$ cat src/rtl/pulse_stretcher_pkg.sv
// Shared definitions for the pulse stretcher.
//   state_e           : FSM state encoding (IDLE, ON, GAP)
//   DefaultOnCycles   : board-build flash length in clock cycles
//   DefaultGapCycles  : board-build low time between flashes in clock cycles
//   DefaultMaxPending : board-build depth of the flash queue
package pulse_stretcher_pkg;

    typedef enum logic [1:0] {
        StIdle = 2'd0,
        StOn   = 2'd1,
        StGap  = 2'd2
    } state_e;

    localparam int unsigned DefaultOnCycles   = 4;
    localparam int unsigned DefaultGapCycles  = 2;
    localparam int unsigned DefaultMaxPending = 3;

endpackage

$ cat src/rtl/pulse_stretcher_phase_counter.sv
// Loadable down-counter used to time both the ON and GAP phases.
//   clk_i      : clock
//   rst_ni     : asynchronous active-low reset, clears the count
//   load_i     : load load_val_i on the next edge (has priority over dec_i)
//   load_val_i : value to load
//   dec_i      : decrement on the next edge; holds at zero, never underflows
//   zero_o     : count is zero
module pulse_stretcher_phase_counter #(
    parameter int unsigned CNT_W = 32
) (
    input  logic             clk_i,
    input  logic             rst_ni,
    input  logic             load_i,
    input  logic [CNT_W-1:0] load_val_i,
    input  logic             dec_i,
    output logic             zero_o
);

    logic [CNT_W-1:0] cnt_q;

    always_ff @(posedge clk_i or negedge rst_ni) begin
        if (!rst_ni) begin
            cnt_q <= '0;
        end else if (load_i) begin
            cnt_q <= load_val_i;
        end else if (dec_i && (cnt_q != '0)) begin
            cnt_q <= cnt_q - 1'b1;
        end
    end

    assign zero_o = (cnt_q == '0);

endmodule

$ cat src/rtl/pulse_stretcher.sv
// Stretches single-cycle event pulses into timed level flashes (e.g. for an LED).
// Pulses arriving during a flash or gap are queued in a saturating pending count
// so that every event gets its own flash.
//   clk_i      : clock
//   rst_ni     : asynchronous active-low reset
//   pulse_i    : event strobe, one event per high cycle
//   clear_i    : synchronous clear of pending count and overflow flag
//   level_o    : registered flash output
//   busy_o     : registered, high during a flash or the gap after it
//   pending_o  : number of queued flashes not yet started
//   overflow_o : sticky, an event was dropped because the queue was full
module pulse_stretcher
    import pulse_stretcher_pkg::*;
#(
    parameter int unsigned ON_CYCLES   = DefaultOnCycles,
    parameter int unsigned GAP_CYCLES  = DefaultGapCycles,
    parameter int unsigned MAX_PENDING = DefaultMaxPending,
    parameter int unsigned CNT_W       = 32,
    parameter int unsigned PEND_W      = 2
) (
    input  logic              clk_i,
    input  logic              rst_ni,
    input  logic              pulse_i,
    input  logic              clear_i,
    output logic              level_o,
    output logic              busy_o,
    output logic [PEND_W-1:0] pending_o,
    output logic              overflow_o
);

    localparam logic [CNT_W-1:0]  OnLoad  = CNT_W'(ON_CYCLES - 1);
    localparam logic [CNT_W-1:0]  GapLoad = CNT_W'(GAP_CYCLES - 1);
    localparam logic [PEND_W-1:0] PendMax = PEND_W'(MAX_PENDING);

    state_e            state_q, state_d;
    logic              level_q, busy_q;
    logic [PEND_W-1:0] pend_q, pend_d;
    logic              ovf_q, ovf_d;

    logic              cnt_load, cnt_dec, cnt_zero;
    logic [CNT_W-1:0]  cnt_load_val;
    logic              enq, deq;

    pulse_stretcher_phase_counter #(
        .CNT_W (CNT_W)
    ) u_phase_counter (
        .clk_i      (clk_i),
        .rst_ni     (rst_ni),
        .load_i     (cnt_load),
        .load_val_i (cnt_load_val),
        .dec_i      (cnt_dec),
        .zero_o     (cnt_zero)
    );

    // Phase sequencing and counter control.
    always_comb begin
        state_d      = state_q;
        cnt_load     = 1'b0;
        cnt_dec      = 1'b0;
        cnt_load_val = OnLoad;
        enq          = 1'b0;
        deq          = 1'b0;
        unique case (state_q)
            StIdle: begin
                // A pulse in IDLE starts a flash directly; it is never queued.
                if (pulse_i) begin
                    state_d  = StOn;
                    cnt_load = 1'b1;
                end
            end
            StOn: begin
                enq = pulse_i && !clear_i;
                if (cnt_zero) begin
                    state_d      = StGap;
                    cnt_load     = 1'b1;
                    cnt_load_val = GapLoad;
                end else begin
                    cnt_dec = 1'b1;
                end
            end
            StGap: begin
                enq = pulse_i && !clear_i;
                if (cnt_zero) begin
                    // This cycle's enqueue counts, so a pulse on the last gap
                    // cycle can start the next flash even with an empty queue.
                    // A clear empties the queue first, so no flash follows it.
                    if (!clear_i && ((pend_q != '0) || enq)) begin
                        state_d  = StOn;
                        cnt_load = 1'b1;
                        deq      = 1'b1;
                    end else begin
                        state_d = StIdle;
                    end
                end else begin
                    cnt_dec = 1'b1;
                end
            end
            default: begin
                state_d = StIdle;
            end
        endcase
    end

    // Pending queue count: saturating at both ends, overflow is sticky.
    always_comb begin
        pend_d = pend_q;
        ovf_d  = ovf_q;
        if (clear_i) begin
            pend_d = '0;
            ovf_d  = 1'b0;
        end else if (enq && !deq) begin
            if (pend_q == PendMax) begin
                ovf_d = 1'b1;
            end else begin
                pend_d = pend_q + 1'b1;
            end
        end else if (deq && !enq) begin
            if (pend_q != '0) begin
                pend_d = pend_q - 1'b1;
            end
        end
    end

    always_ff @(posedge clk_i or negedge rst_ni) begin
        if (!rst_ni) begin
            state_q <= StIdle;
            level_q <= 1'b0;
            busy_q  <= 1'b0;
            pend_q  <= '0;
            ovf_q   <= 1'b0;
        end else begin
            state_q <= state_d;
            level_q <= (state_d == StOn);
            busy_q  <= (state_d != StIdle);
            pend_q  <= pend_d;
            ovf_q   <= ovf_d;
        end
    end

    assign level_o    = level_q;
    assign busy_o     = busy_q;
    assign pending_o  = pend_q;
    assign overflow_o = ovf_q;

endmodule

$ cat config.mk
export PLATFORM = sky130hd
export DESIGN_NAME = pulse_stretcher
export DESIGN_NICKNAME = d
export VERILOG_FILES = /design/src/rtl/pulse_stretcher_pkg.sv /design/src/rtl/pulse_stretcher_phase_counter.sv /design/src/rtl/pulse_stretcher.sv
export SDC_FILE = /design/constraint.sdc
export NUM_CORES = 1
export LEC_CHECK = 0
export ABC_CLOCK_PERIOD_IN_PS = 3600
export CORE_MARGIN = 2
export CORE_UTILIZATION = 60
export CTS_BUF_LIST = sky130_fd_sc_hd__clkbuf_2 sky130_fd_sc_hd__clkbuf_4 sky130_fd_sc_hd__clkbuf_8
export DETAILED_ROUTE_END_ITERATION = 12
export PLACE_DENSITY_LB_ADDON = 0.12
export SYNTH_ARGS = -nofsm -noshare
export SYNTH_HDL_FRONTEND = slang
export SYNTH_SLANG_ARGS = --single-unit
$ cat constraint.sdc
create_clock -name clk_i -period 3.6 [get_ports clk_i]
set_clock_uncertainty 0.1 [all_clocks]
set_input_delay 0.72 -clock clk_i [delete_from_list [all_inputs] [get_ports clk_i]]
set_output_delay 0.72 -clock clk_i [all_outputs]
set_load 0.01 [all_outputs]
[After elaboration in Yosys (flattened, before gate mapping)]
Cells that the tools add are included.
Operators by class
  add/sub/neg operators: 3
  equality and inequality tests: 5
  multiplexer cells: 26
  reductions and logical operators: 22
Operator list (count)
  $mux 32: 2
  $logic_not 32->1: 1
  $reduce_bool 32->1: 1
  $sub 32x1->32 const B: 1
  $mux 2: 10
  $mux 1: 12
  $reduce_bool 2->1: 5
  $pmux 2 s3: 1
  $reduce_bool 3->1: 2
  $logic_and 1x1->1: 5
  $eq 2x1->1 const B: 2
  $eq 2x2->1 const B: 2
  $logic_not 1->1: 3
  $ne 3x3->1 const B: 1
  $pmux 1 s3: 1
  $reduce_and 3->1: 1
  $add 2x1->2 const B: 1
  $logic_not 2->1: 1
  $reduce_and 2->1: 1
  $reduce_or 2->1: 1
  $sub 2x1->2 const B: 1
  $logic_or 1x1->1: 1
Storage, ports and cells
  bits in registers: 39
  bits of input ports: 4
  output and inout bits: 5
  word-level logic and storage cells: 62

[Logic depth before layout (Yosys ltp)]
Gate-level depths: netlist of run 1.
  depth after elaboration: 11
  gate-level depth with buffers: 9
  depth with buffers taken out: 7

[Hierarchy]
A second synthesis of run 1 with hierarchy kept.
Second synthesis, totals
  cell total of the unflattened synthesis: 283
  area total of the unflattened synthesis: 2507.4 um^2
Modules (own cells, without submodules)
  pulse_stretcher_phase_counter: times used 1, cells each 234, area each 2067.0 um^2
  pulse_stretcher: times used 1, cells each 49, area each 440.4 um^2

[Worst setup path after synthesis of run 1]
OpenSTA, ideal clock, no wires.
  path kind: register to register
  from: register u_phase_counter.cnt_q[4]
  to: register u_phase_counter.cnt_q[29]
  arrival time: 2.444 ns
  data required time: 3.422 ns
  path slack: 0.978 ns
  cell stages (with the launch flop): 8
  path buffers: 2
  period minus slack after synthesis: 2.622 ns
  path through: dfrtp_1 > or4_4 > buf_6 > or3_1 > or3_1 > buf_2 > or4_1 > a21oi_1
Between the ends
  longest elaborated chain between the ends: 5
  elaborated cells between the ends (all ways): 12
RTL lines
  start: declaration: line pulse_stretcher_phase_counter.sv:19  | logic [CNT_W-1:0] cnt_q;
  start signal: assignment: line pulse_stretcher_phase_counter.sv:25  | cnt_q <= load_val_i;
  start signal: assignment: line pulse_stretcher_phase_counter.sv:27  | cnt_q <= cnt_q - 1'b1;
  parallel branches: the longest is 5 deep, another holds $sub 32x1->32
Several ways; the timed one is not identified. The select of a mux whose other input is x is not followed.
A chain may end at the register's enable or synchronous reset.

[Worst setup path in the final report of run 1]
  from: register u_phase_counter.cnt_q[6]
  to: register u_phase_counter.cnt_q[31]
The elaborated chain is that of the path after synthesis.

==> results of run 1 <==
[power by group through the flow]
stage	Combinational [mW]	Sequential, mW	Clock, mW
global placement	1.29	0.724	0
CTS	1.33	0.722	0.310
detailed placement	1.31	0.727	0
finish	1.32	0.723	0.302
global route	1.50	0.749	0.324
floorplan	1.01	0.703	0
[area by class of cell]
cell class / instances / area share, %
inverters: 4 / 0.610
repair buffers: 12 / 4.27
clock inverters: 1 / 0.203
well taps: 48 / 2.44
multi-input cells: 187 / 49.4
flip-flops and latches: 39 / 39.7
clock buffers: 6 / 3.36
[sequential cells by signal, indices dropped and copies added, names as in the netlist]
register	count
u_phase_counter.cnt_q	32
pending_o	2
state_q	2
busy_o	1
level_o	1
overflow_o	1
[routing by layer]
| layer | wire length (um) | GRT usage (%) |
|---|---|---|
| met1 | 2250 | 34.5 |
| met2 | 2270 | 42.7 |
| met3 | 131 | 5.31 |
| met4 | 53 | 7.81 |
| met5 | 0 | 0 |
[how the worst max path moves through the flow]
| stage | slack [ps] | start | to | depth (start not counted) |
|---|---|---|---|---|
| 6_report | 760 | u_phase_counter.cnt_q[6] | u_phase_counter.cnt_q[31] | 5 |
| 5_1_grt | 540 | u_phase_counter.cnt_q[23] | u_phase_counter.cnt_q[5] | 6 |
| 4_1_cts | 750 | u_phase_counter.cnt_q[4] | u_phase_counter.cnt_q[31] | 5 |
| 3_5_place_dp | 770 | u_phase_counter.cnt_q[4] | u_phase_counter.cnt_q[31] | 5 |
| 3_3_place_gp | 840 | clear_i | level_o | 6 |
| 2_1_floorplan | 980 | u_phase_counter.cnt_q[4] | u_phase_counter.cnt_q[29] | 7 |
[worst max-delay path, cell delays in order (launching register included)]
cell	delay, ps
dfrtp_1	400
or4_4	590
or3_1	390
or3_1	580
or4_1	550
a21oi_1	160
[cells in the final DEF (no fill, tap or decap), drive strengths merged, types with 2 or more instances in the layout]
| master | Yosys | routed |
|---|---|---|
| nor2b | 2 | 2 |
| and2 | 4 | 4 |
| or3 | 23 | 23 |
| dfrtp | 39 | 39 |
| ha | 6 | 6 |
| nor3 | 6 | 6 |
| nand4 | 4 | 4 |
| o41ai | 2 | 2 |
| clkdlybuf4s50 | 0 | 7 |
| nand2b | 4 | 4 |
| nor4 | 3 | 3 |
| and3 | 4 | 4 |
| o21a | 2 | 2 |
| nand3 | 4 | 4 |
| buf | 7 | 5 |
| mux2i | 3 | 3 |
| o31ai | 18 | 18 |
| or4b | 3 | 3 |
| clkbuf | 6 | 6 |
| or4 | 15 | 15 |
| or2 | 5 | 5 |
| xor2 | 4 | 4 |
| nor2 | 17 | 17 |
| o21ai | 12 | 12 |
| a21oi | 28 | 28 |
| nand3b | 3 | 3 |
| inv | 4 | 4 |
| a31oi | 3 | 3 |
| nand2 | 5 | 5 |
[cell usage after synthesis (3+ instances only)]
library cell	n
dfrtp_1	39
nand4_1	4
nand2b_1	4
a31oi_1	3
and3_1	4
ha_1	6
or4_1	14
a21oi_1	28
buf_2	6
nand3b_1	3
clkbuf_1	6
or2_2	5
xor2_1	4
nand2_1	5
nor2_1	17
and2_1	4
or3_1	23
nor3_1	6
nand3_1	4
mux2i_1	3
o31ai_1	18
nor4_1	3
inv_1	4
o21ai_0	11
[through the flow]
step | worst slack (ps) | utilization (%) | power, mW | cell area [sq um]
5_1_grt | 543 | 67.7 | 2.57 | 2460
3_5_place_dp | 769 | 65.3 | 2.04 | 2370
6_report | 755 | 67.7 | 2.35 | 2460
4_1_cts | 750 | 67.7 | 2.36 | 2460
2_1_floorplan | 978 | - | 1.72 | 2250
3_3_place_gp | 839 | 65.3 | 2.01 | 2370
[cells by family (layout without fill, tap and decap cells)]
family,after synthesis,after routing,share of synthesized area (%)
compound gates,68,68,18.2
xor+xnor,5,5,1.94
fa+ha+maj,6,6,3.33
buf+inv,17,23,3.50
flops,39,39,43.3
mux,3,3,1.33
simple gates,105,105,28.3
==> results.py, run 1 <==
metrics = {
    "status": {
        "status": "finished, final reports clean",
    },
    "hold_path": {
        "hold_class": "flip-flop to flip-flop",
        "min-delay-start": "overflow_o",
        "hold_depth": 2,
        "worst_hold_path.endpoint": "overflow_o",
    },
    "final_layout": {
        "nets": 259,
        "multi_input_comb_area_sq_um": 1220,
        "drive_above_1_share_pct": 8.43,
        "syn2layout_area_growth_pct": 9.22,
        "num_antenna_cells": 0,
        "final_cells": 297,
        "fillers": 322,
        "seq_area_sq_um": 976,
    },
    "critical_path": {
        "path_max_fanout": 18,
        "critPathKind": "flip-flop to flip-flop",
        "r2r_start": "u_phase_counter.cnt_q[6]",
        "cp-end-kind": "flip-flop",
        "r2r_slack_ps": 760,
        "crit_arrival_ps": 2960,
        "rr_worst_depth": 5,
        "worstPathRequired_ps": 3710,
        "start_kind": "flip-flop",
        "r2r-end": "u_phase_counter.cnt_q[31]",
    },
    "sta": {
        "min_period_over_period_pct": 79.0,
        "fmax_ghz": 0.352,
        "relSlewSlack_pct": 41.7,
        "worst_pin_slew_ps": 875,
        "finalCriticalPeriod_ps": 2840,
        "setup_viol": 0,
        "rsz0062_at_grt": "false",
        "final_max_slew_viol_count": 0,
        "tns_ps": 0,
        "hold_viol": 0,
        "timing.hold.ws_ps": 407,
    },
    "clock_tree": {
        "htree_levels": 2,
        "postCtsSetupRepairBufs": 0,
        "ctsResizeCount": 0,
        "cts.path.max_buffers": 2,
        "cts_tree": "done",
        "path_clk_slew_ps": 70,
        "cts-root-buf": "clkbuf_8",
        "cts_buffers": 5,
        "clk_latency_ps": 290,
        "clock_sinks": 39,
        "holdBufCountCts": 0,
    },
    "route": {
        "vias_per_cell": 6.33,
        "first_iter_violations": 139,
        "drtAntennaViolNets": 0,
        "drc": 0,
        "drt-pass1-iter-count": 4,
        "drt_wl_total_um": 4710,
        "routedWlPerCell_um": 15.9,
        "vias": 1881,
    },
    "die": {
        "core-area_sq_um": 3630,
        "start_util_pct": 62.0,
        "die_w_um": 65.3,
        "rows": 22,
        "dieHeight_um": 65.3,
        "io_pins": 9,
        "die-area_sq_um": 4260,
    },
    "global_routing": {
        "grt_pass1_vias": 1874,
        "antenna_found_initial": 0,
        "grt_max_degree": 40,
        "track_usage_pct": 25.9,
        "grt_remaining_overflow": 0,
        "grt_pass1_wl_um": 8610,
    },
    "synthesis": {
        "ys_warn_count": 0,
        "syn_inst": 243,
        "synth_edf_count": 0,
        "ys_seq_elements": 39,
        "synth_top_area_cell": "dfrtp_1",
        "ys_top_cells_by_area": "dfrtp_1 43%, or3_1 6.4%, a21oi_1 6.2%",
        "synth_area_sq_um": 2250,
        "ys_seq_area_share_pct": 43.3,
        "ys.flop_type": "dfrtp_1",
        "syn_avg_cell_area_sq_um": 9.27,
        "yosysTopAreaCellShare_pct": 43.3,
        "synth_cell_type_count": 39,
        "synth_nets": 253,
        "ys_async_sr_fraction_pct": 100,
    },
    "placed_design": {
        "io_buffers": 8,
        "placed_cells": 290,
        "gp_congestion": 0.812,
        "dp_hpwl_um": 3110,
    },
    "pwr": {
        "p_leak_nw": 1.07,
        "pwr-share-seq_pct": 30.8,
        "p_per_area_nw_per_um2": 955,
        "power.clock.fraction_pct": 12.8,
        "irDropWorstVdd_uv": 468,
        "power_switching_mw": 1.08,
        "p_comb_share_pct": 56.4,
        "switching_share_pct": 46.0,
        "p_int_mw": 1.27,
    },
    "job": {
        "max_cap_violations": 0,
    },
}
(Power assumes the default switching activity.)
==> inputs of run 2 (changes only) <==
--- a/config.mk
+++ b/config.mk
@@ -5,9 +5,9 @@
 export SDC_FILE = /design/constraint.sdc
 export NUM_CORES = 1
 export LEC_CHECK = 0
-export ABC_CLOCK_PERIOD_IN_PS = 3600
+export ABC_CLOCK_PERIOD_IN_PS = 2600
 export CORE_MARGIN = 2
-export CORE_UTILIZATION = 60
+export CORE_UTILIZATION = 57
 export CTS_BUF_LIST = sky130_fd_sc_hd__clkbuf_2 sky130_fd_sc_hd__clkbuf_4 sky130_fd_sc_hd__clkbuf_8
 export DETAILED_ROUTE_END_ITERATION = 12
 export PLACE_DENSITY_LB_ADDON = 0.12
==> constraint.sdc (replaced) <==
create_clock -name clk_i -period 2.6 [get_ports clk_i]
set_clock_uncertainty 0.1 [all_clocks]
set_input_delay 0.52 -clock clk_i [delete_from_list [all_inputs] [get_ports clk_i]]
set_output_delay 0.52 -clock clk_i [all_outputs]
set_load 0.01 [all_outputs]
==> run 2 against run 1 <==
The flow now finishes with violations (negative setup slack). Highest routed layer unchanged. Flip-flop and latch count is the same. Combinational power grew 77%. Largest cell class unchanged. Sequential share of layout area shrank 4.2 points.
==> results.py, run 2 (same netlist as run 1, synthesis figures left out) <==
metrics = {
    "global_routing": {
        "grt_max_degree": 40,
        "grt_remaining_overflow": 0,
        "antenna_found_initial": 0,
        "track_usage_pct": 25.5,
        "grt_pass1_vias": 1949,
        "grt_pass1_wl_um": 8670,
    },
    "die": {
        "die-area_sq_um": 4470,
        "start_util_pct": 60.2,
        "dieHeight_um": 66.9,
        "die_w_um": 66.9,
        "rows": 22,
        "core-area_sq_um": 3740,
        "io_pins": 9,
    },
    "clock_tree": {
        "cts.path.max_buffers": 2,
        "cts_buffers": 5,
        "htree_levels": 2,
        "cts-root-buf": "clkbuf_8",
        "clock_sinks": 39,
        "path_clk_slew_ps": 80,
        "cts_tree": "done",
        "clk_latency_ps": 290,
    },
    "route": {
        "routedWlPerCell_um": 15.7,
        "drc": 0,
        "met3_length_um": 193,
        "drt_wl_total_um": 5190,
        "vias": 2022,
        "m1WireLength_um": 2390,
        "route.met2.wl_um": 2580,
        "first_iter_violations": 128,
        "vias_per_cell": 6.11,
        "drtAntennaViolNets": 0,
        "drt-pass1-iter-count": 4,
        "top_layer": "met4",
    },
    "hold_path": {
        "hold_class": "input port to asynchronous set/reset pin",
    },
    "critical_path": {
        "crit_cells": 6,
        "path_max_fanout": 8,
        "cp-end-kind": "flip-flop",
        "crit_path_start": "u_phase_counter.cnt_q[3]",
        "critPathKind": "flip-flop to flip-flop",
        "r2r_slack_ps": -30,
        "critical_path.slowest_cell": "or4_4",
        "r2r_start": "u_phase_counter.cnt_q[3]",
        "start_kind": "flip-flop",
        "r2r-end": "u_phase_counter.cnt_q[27]",
        "worstPathRequired_ps": 2720,
        "crit_arrival_ps": 2750,
        "rr_worst_depth": 6,
        "endpoint": "u_phase_counter.cnt_q[27]",
        "cpPeakStageDelay_ps": 560,
        "cp_top_family": "simple AND/OR/NAND/NOR gates",
        "path_cells": "or4_4 > or3_4 > or3_4 > buf_6 > or4_4 > a21oi_2",
        "critPathBufInv": 1,
    },
    "final_layout": {
        "post-route-util_pct": 73.5,
        "nets": 292,
        "syn2layout_area_growth_pct": 22.2,
        "drive_above_1_share_pct": 22.6,
        "largest_reg_flops": 32,
        "layout_commonest_cell": "dfrtp_1",
        "num_antenna_cells": 0,
        "mostFrequentLayoutCells": "39 x dfrtp_1, 35 x buf_4, 27 x a21oi_1, 20 x or3_1, 17 x nor2_1",
        "largest-register": "u_phase_counter.cnt_q",
    },
    "sta": {
        "setup_viol": 2,
        "min_period_over_period_pct": 101,
        "timing.hold.ws_ps": 253,
        "hold_viol": 0,
        "final_max_slew_viol_count": 0,
        "tns_ps": -34.6,
        "rsz0062_at_grt": "true",
        "fmax_ghz": 0.380,
        "worst_pin_slew_ps": 903,
        "relSlewSlack_pct": 39.8,
        "fin_ws_ps": -30.7,
        "finalCriticalPeriod_ps": 2630,
    },
    "job": {
        "max_cap_violations": 0,
    },
    "placed_design": {
        "gp_congestion": 0.747,
        "dp_slack_ps": -38.5,
        "io_buffers": 8,
        "dp_hpwl_um": 3450,
    },
    "pwr": {
        "p_leak_nw": 1.23,
        "irDropWorstVdd_uv": 910,
        "p_per_area_nw_per_um2": 1360,
    },
    "status": {
        "status": "finished, violations left",
        "violations": "negative setup slack",
    },
}
## run 2: stage by stage
stage | instance area (sq um) | total power [mW] | instances
final | 2750 | 3.74 | 331
after CTS | 2710 | 3.66 | 329
after floorplan | 2260 | 2.40 | 243
after global placement | 2560 | 3.08 | 315
after global routing | 2750 | 4.05 | 331
after detailed placement | 2560 | 3.15 | 315
## run 2: where the power goes
part	internal, mW	leakage (nW)	total [mW]	switching, mW
sequential	0.818	0.523	0.991	0.172
combinational	1.07	0.663	2.33	1.26
clock	0.209	0.0491	0.416	0.206
total	2.09	1.23	3.74	1.64
## run 2: timing repair
| action | in CTS | in global routing |
|---|---|---|
| hold buffers | 0 | 0 |
| cloned | 1 | 0 |
| gates resized for setup | 4 | 6 |
| setup endpoints to repair | 3 | 33 |
| pin swaps | 5 | 4 |
| buffers inserted | 5 | 2 |
## run 2: area by class of cell
| class | count | area [sq um] |
|---|---|---|
| repair buffers | 45 | 354 |
| inverters | 4 | 15.0 |
| well taps | 48 | 60.1 |
| clock buffers | 7 | 83.8 |
| fillers | 296 | 991 |
| flip-flops and latches | 39 | 976 |
| clock inverters | 1 | 5.00 |
| multi-input cells | 187 | 1260 |
## run 2: worst min path at each step
stage	from	slack (ps)	to
global placement	overflow_o	400	overflow_o
detailed placement	overflow_o	390	overflow_o
CTS	rst_ni	270	u_phase_counter.cnt_q[27]
global route	rst_ni	330	u_phase_counter.cnt_q[20]
floorplan	rst_ni	120	busy_o
finish	rst_ni	250	u_phase_counter.cnt_q[20]
## run 2: worst reg2reg max path, cell delays in order, from the launching register on
cell and delay [ps]:
dfrtp_1 380, or4_4 560, or3_4 390, or3_4 350, buf_6 150, or4_4 490
a21oi_2 150
## run 2: metal layers
layer / track usage (%) / vias to the layer above
met5: 0 / -
met4: 6.89 / 0
met3: 4.56 / 4
met2: 46.4 / 37
met1: 30.8 / 977
li1: - / 1004
==> inputs of run 3 (changes only) <==
--- a/config.mk
+++ b/config.mk
@@ -10,6 +10,8 @@
 export CORE_UTILIZATION = 57
 export CTS_BUF_LIST = sky130_fd_sc_hd__clkbuf_2 sky130_fd_sc_hd__clkbuf_4 sky130_fd_sc_hd__clkbuf_8
 export DETAILED_ROUTE_END_ITERATION = 12
+export GPL_ROUTABILITY_DRIVEN = 0
+export HOLD_SLACK_MARGIN = 0.15
 export PLACE_DENSITY_LB_ADDON = 0.12
 export SYNTH_ARGS = -nofsm -noshare
 export SYNTH_HDL_FRONTEND = slang
==> results of run 3 <==
No change in the layout: final DEF, timing and power equal those of run 2.
